`src/rtl/fifo_wr_arbiter_if.sv`:
```
// Enqueue-side bundle between NREQ producers, the write arbiter and a FIFO.
// FIFO_ARB_TAG_EN widens fifo_wdata by IDW bits for the source tag.
interface fifo_wr_arbiter_if #(
  parameter int NREQ = 4,
  parameter int N    = 32
);
  localparam int IDW = $clog2(NREQ);
`ifdef FIFO_ARB_TAG_EN
  localparam int WW = N + IDW;
`else
  localparam int WW = N;
`endif

  logic [NREQ-1:0]   req_valid;
  logic [NREQ-1:0]   req_last;
  logic [NREQ*N-1:0] req_data;
  logic [NREQ-1:0]   req_ready;
  logic              fifo_full;
  logic              fifo_we;
  logic [WW-1:0]     fifo_wdata;
  logic [IDW-1:0]    grant_id;
  logic              locked;

  modport master (
    output req_valid, req_last, req_data, fifo_full,
    input  req_ready, fifo_we, fifo_wdata, grant_id, locked
  );

  modport slave (
    input  req_valid, req_last, req_data, fifo_full,
    output req_ready, fifo_we, fifo_wdata, grant_id, locked
  );
endinterface

```
`src/rtl/fifo_wr_arbiter.sv`:
```
// Round-robin FIFO write arbiter with optional burst lock.
// FIFO_ARB_TAG_EN prepends the owner index to fifo_wdata.
module fifo_wr_arbiter #(
  parameter int NREQ      = 4,
  parameter int N         = 32,
  parameter int MAX_BURST = 4
) (
  input logic           clk,
  input logic           rst,
  fifo_wr_arbiter_if.slave bus
);
  localparam int IDW = $clog2(NREQ);
  localparam int CW  = $clog2(MAX_BURST) + 1;

  typedef enum logic {IDLE, LOCK} state_t;

  state_t         state;
  logic [IDW-1:0] ptr;
  logic [IDW-1:0] lock_id;
  logic [CW-1:0]  cnt;
  logic [IDW-1:0] scan_id;
  logic           found;
  logic [IDW-1:0] owner;
  logic           xfer;
  logic           last_beat;
  logic [N-1:0]   odata;

  function automatic logic [IDW-1:0] nxt(input logic [IDW-1:0] id);
    return (int'(id) == NREQ - 1) ? '0 : id + 1'b1;
  endfunction

  // first valid requester scanning from ptr, wrapping mod NREQ
  always_comb begin
    scan_id = ptr;
    found   = 1'b0;
    for (int k = 0; k < NREQ; k++) begin
      if (!found && bus.req_valid[(int'(ptr) + k) % NREQ]) begin
        found   = 1'b1;
        scan_id = IDW'((int'(ptr) + k) % NREQ);
      end
    end
  end

  assign owner     = (state == LOCK) ? lock_id : scan_id;
  assign xfer      = !rst && bus.req_valid[owner] && !bus.fifo_full;
  assign last_beat = bus.req_last[lock_id] ||
                     (cnt == CW'(MAX_BURST - 1));
  assign odata     = bus.req_data[int'(owner)*N +: N];

  always_comb begin
    bus.req_ready = '0;
    if (!rst && !bus.fifo_full)
      bus.req_ready[owner] = 1'b1;
  end

  assign bus.fifo_we  = xfer;
  assign bus.grant_id = rst ? '0 : owner;
  assign bus.locked   = (state == LOCK);
`ifdef FIFO_ARB_TAG_EN
  assign bus.fifo_wdata = {owner, odata};
`else
  assign bus.fifo_wdata = odata;
`endif

  always_ff @(posedge clk or posedge rst) begin
    if (rst) begin
      state   <= IDLE;
      ptr     <= '0;
      lock_id <= '0;
      cnt     <= '0;
    end else begin
      unique case (state)
        IDLE: begin
          if (xfer) begin
            if (!bus.req_last[owner] && MAX_BURST > 1) begin
              state   <= LOCK;
              lock_id <= owner;
              cnt     <= CW'(1);
            end else begin
              ptr <= nxt(owner);
            end
          end
        end
        LOCK: begin
          if (xfer) begin
            if (last_beat) begin
              state <= IDLE;
              ptr   <= nxt(lock_id);
              cnt   <= '0;
            end else begin
              cnt <= cnt + 1'b1;
            end
          end
        end
        default: state <= IDLE;
      endcase
    end
  end
endmodule

```
`src/flat_wrapper.sv`:
```
// flat-port wrapper written by rule: the top's interface ports become plain ports
module fifo_wr_arbiter_flat 
#(
  parameter int NREQ      = 4,
  parameter int N         = 32,
  parameter int MAX_BURST = 4
)
  (clk, rst, bus_req_valid, bus_req_last, bus_req_data, bus_fifo_full, bus_req_ready, bus_fifo_we, bus_fifo_wdata, bus_grant_id, bus_locked);
  fifo_wr_arbiter_if #(.NREQ(NREQ), .N(N)) bus_i ();
  input logic clk;
  input logic rst;
  input wire logic [$bits(bus_i.req_valid)-1:0] bus_req_valid;
  input wire logic [$bits(bus_i.req_last)-1:0] bus_req_last;
  input wire logic [$bits(bus_i.req_data)-1:0] bus_req_data;
  input wire logic [$bits(bus_i.fifo_full)-1:0] bus_fifo_full;
  output wire logic [$bits(bus_i.req_ready)-1:0] bus_req_ready;
  output wire logic [$bits(bus_i.fifo_we)-1:0] bus_fifo_we;
  output wire logic [$bits(bus_i.fifo_wdata)-1:0] bus_fifo_wdata;
  output wire logic [$bits(bus_i.grant_id)-1:0] bus_grant_id;
  output wire logic [$bits(bus_i.locked)-1:0] bus_locked;
  assign bus_i.req_valid = bus_req_valid;
  assign bus_i.req_last = bus_req_last;
  assign bus_i.req_data = bus_req_data;
  assign bus_i.fifo_full = bus_fifo_full;
  assign bus_req_ready = bus_i.req_ready;
  assign bus_fifo_we = bus_i.fifo_we;
  assign bus_fifo_wdata = bus_i.fifo_wdata;
  assign bus_grant_id = bus_i.grant_id;
  assign bus_locked = bus_i.locked;
  fifo_wr_arbiter #(.NREQ(NREQ), .N(N), .MAX_BURST(MAX_BURST)) u_core (.clk(clk), .rst(rst), .bus(bus_i));
endmodule
```
`config.mk`:
```
export PLATFORM = sky130hd
export DESIGN_NAME = fifo_wr_arbiter_flat
export DESIGN_NICKNAME = d
export VERILOG_FILES = /design/src/rtl/fifo_wr_arbiter_if.sv /design/src/rtl/fifo_wr_arbiter.sv /design/src/flat_wrapper.sv
export SDC_FILE = /design/constraint.sdc
export NUM_CORES = 1
export LEC_CHECK = 0
export ABC_AREA = 1
export BUFFER_PORTS_ARGS = -buffer_cell sky130_fd_sc_hd__buf_4
export CAP_MARGIN = 20
export CORE_UTILIZATION = 34
export DETAILED_ROUTE_END_ITERATION = 8
export GPL_TIMING_DRIVEN = 0
export PLACE_DENSITY_LB_ADDON = 0.1
export REMOVE_ABC_BUFFERS = 1
export SYNTH_ARGS = -nofsm -noshare
export SYNTH_HDL_FRONTEND = slang
export SYNTH_SLANG_ARGS = --single-unit
```
`constraint.sdc`:
```
create_clock -name clk -period 2.22 [get_ports clk]
set_input_delay 0.111 -clock clk [delete_from_list [all_inputs] [get_ports clk]]
set_output_delay 0.111 -clock clk [all_outputs]
set_load 0.005 [all_outputs]
```
==> qor.yml <==
wirelength_um: 13270
cp-end-kind: "output port"
die_w_um: 77.53
slew_viol_final: 0
cp_max_fo: 10
globalRouteMet3Util_pct: 9.647
placed_area_um2: 3223
clkSlewWorstSetupHoldPaths_ns: 0.04
stdcell_count: 646
remaining_drc_errors: 0
dr.first_iter.drc_count: 361
yosysTopAreaCell: "o21ai_0"
syn_avg_cell_area_um2: 5.402
finalCriticalPeriod_ns: 2.701
drive_gt1_share_pct: 61.67
wl_per_cell_um: 20.54
htreeDepth: 1
yosysSeqAreaShare_pct: 10.32
syn_inst: 359
syn_area_um2: 1939
port_buffers: 178
min_to: "u_core.lock_id[1]"
r2r-end: "u_core.bus.locked"
hold_path_class: "primary input to register"
worstSkewPairLatency_ns: 0.23
area_growth_pct: 133.4
ff2ff_path_depth: 16
root_buffer: "clkbuf_8"
min_from: "bus_fifo_full"
final_nets: 721
grt_max_degree: 19
io_pins: 179
cp.arrival_ns: 2.59
ys_ff_latch: 8
grt_pass1_vias: 3560
dp_hpwl_um: 6383
rows: 27
die_area_um2: 6010
vias_per_cell: 5.887
start_util_pct: 35.22
dp_cells: 586
synth.distinct_cells: 27
violations: "negative setup slack"
slew_headroom_pct: 51.28
layout_commonest_cell: "buf_4"
synthAdderAreaFrac_pct: 3.871
tightest_slew_ns: 0.7282
synth_warnings: 0
synth_xor_area_share_pct: 0
numClockSinks: 8
ir_worst_vdd_v: 0.001595
cts_tree: "built"
die_y_um: 77.53
synth-simple-area-share_pct: 42.71
fmax_mhz: 370.2
synthMuxAreaShare_pct: 0
synth-compound-area-share_pct: 31.10
grt_use_total_pct: 36.13
num_antenna_cells: 0
finalCritPeriodShare_pct: 121.7
whs_path_depth: 5
cts-buffers-inserted: 3
drtAntennaViolNets: 0
setup_ws_ns: -0.4812
grt-busiest-layer: "met2"
whs_ns: 0.3454
clock_path_buffers: 2
place.gp.congestion: 0.8491
rsz0062_at_grt: "true"
skew_ns: 0.001788
final_cell_mix: "buf_4, nor2_1, nand2_1"
fin_area_um2: 4526
finalCoreUtilization_pct: 82.19
vias: 3803
max_cap_violations: 0
synth_top_cell_area_share_pct: 15.23
setup_violations: 47
reg2reg_slack_ns: -0.38
drt_first_pass_iters: 5
p_leak_nw: 2.185
gr-usage-met1_pct: 39.35
antenna_found_initial: 0
start_kind: "register"
grt_use_met2_pct: 66.46
synth_top_family_by_area: "simple AND/OR/NAND/NOR gates"
synth_area_leaders: "o21ai_0, nor2_1, nand2_1, dfrtp_1, o22ai_1"
overflow: 0
status: "finished with violations"
hold_viol: 0
required_ns: 2.11
grt_pass1_wl_um: 17190
coreArea_um2: 5507
worstSetupPathType: "register to output port"
r2r_start: "u_core.ptr[0]"
p_per_area_nw_per_um2: 2234
==> through the flow <==
stage                     worst slack (ns)  power (mW)  setup TNS [ns]
after floorplan                    -0.7581       3.171          -18.27
after global placement              -1.491       5.352          -53.26
final                              -0.4812       10.11          -15.64
after CTS                          -0.2147       7.879          -7.471
after detailed placement            -1.521       5.426          -54.66
after global routing               -0.5419       10.58          -20.52
==> kinds of logic (layout without fill, tap and decap cells) <==
| family | count (synthesis) | in the layout |
|---|---|---|
| buffers and inverters | 47 | 243 |
| AO/OA/AOI/OAI | 109 | 110 |
| adder cells (fa/ha/maj) | 6 | 6 |
| flip-flops | 8 | 8 |
| AND/OR/NAND/NOR | 189 | 207 |
==> cell type report <==
cell class / count / area, um^2
Multi-Input combinational cell: 323 / 2302
Fill cell: 376 / 980.9
Inverter: 24 / 118.9
Sequential cell: 8 / 202.7
Timing Repair inverter: 7 / 90.09
Tap cell: 72 / 90.09
Clock buffer: 3 / 41.29
Timing Repair Buffer: 209 / 1680
==> power breakdown <==
group          switching, mW  total, mW  internal [mW]
combinational           5.65       9.64           3.99
clock                 0.0657      0.184          0.118
sequential            0.0846      0.291          0.206
==> synth_stat cells <==
library cell,number
nand2_1,69
a21oi_1,2
inv_1,19
buf_2,6
o21ai_1,13
ha_1,6
buf_6,5
nor2_2,2
or2_2,1
a31oi_1,1
a21boi_4,1
nand2_2,10
dfrtp_1,8
o22ai_1,32
nand4_1,2
nand3_1,22
buf_4,3
nor3_1,1
nand3_2,4
clkbuf_1,9
nor2_1,75
inv_2,5
nor2_8,1
nand3b_1,1
o21ai_0,59
a211oi_1,1
nand2_4,1
==> critical path: stages (launching register included) <==
cell and delay, ns:
dfrtp_2 0.44, clkinv_4 0.11, buf_12 0.15, nand2_4 0.07, nand3_4 0.07, nand2_4 0.13
nand2_4 0.08, nor2_4 0.12, nand2_2 0.09, nand2_4 0.09, nand2_8 0.10, buf_16 0.20
nand2_8 0.15, o21ai_2 0.10, o22ai_1 0.25, buf_4 0.17
==> layer usage <==
| layer | vias up | routed length (um) |
|---|---|---|
| met4 | 0 | 706 |
| met3 | 77 | 1181 |
| li1 | 1685 | - |
| met5 | - | 0 |
| met2 | 280 | 6677 |
| met1 | 1761 | 4700 |
==> flip-flops by register name, indices dropped and copies added (netlist names) <==
name	cells
u_core.cnt	3
u_core.lock_id	2
u_core.ptr	2
u_core.bus.locked	1
==> worst max-delay path by stage <==
stage / cells after the start / startpoint / to
4_1_cts: 16 / u_core.ptr[0] / bus_req_ready[1]
3_5_place_dp: 17 / u_core.ptr[0] / u_core.ptr[1]
3_3_place_gp: 17 / u_core.ptr[0] / u_core.ptr[1]
5_1_grt: 17 / u_core.ptr[0] / bus_fifo_wdata[6]
6_report: 15 / u_core.ptr[0] / bus_fifo_wdata[9]
2_1_floorplan: 17 / u_core.ptr[0] / u_core.ptr[1]
==> repair_timing <==
item	4_1_cts	5_1_grt
cloned	16	11
hold endpoints to repair	8	0
gates resized for setup	105	97
setup endpoints to repair	47	47
pin swaps	25	7
setup buffers	20	9
hold buffers	1	0
(Power assumes the default switching activity.)
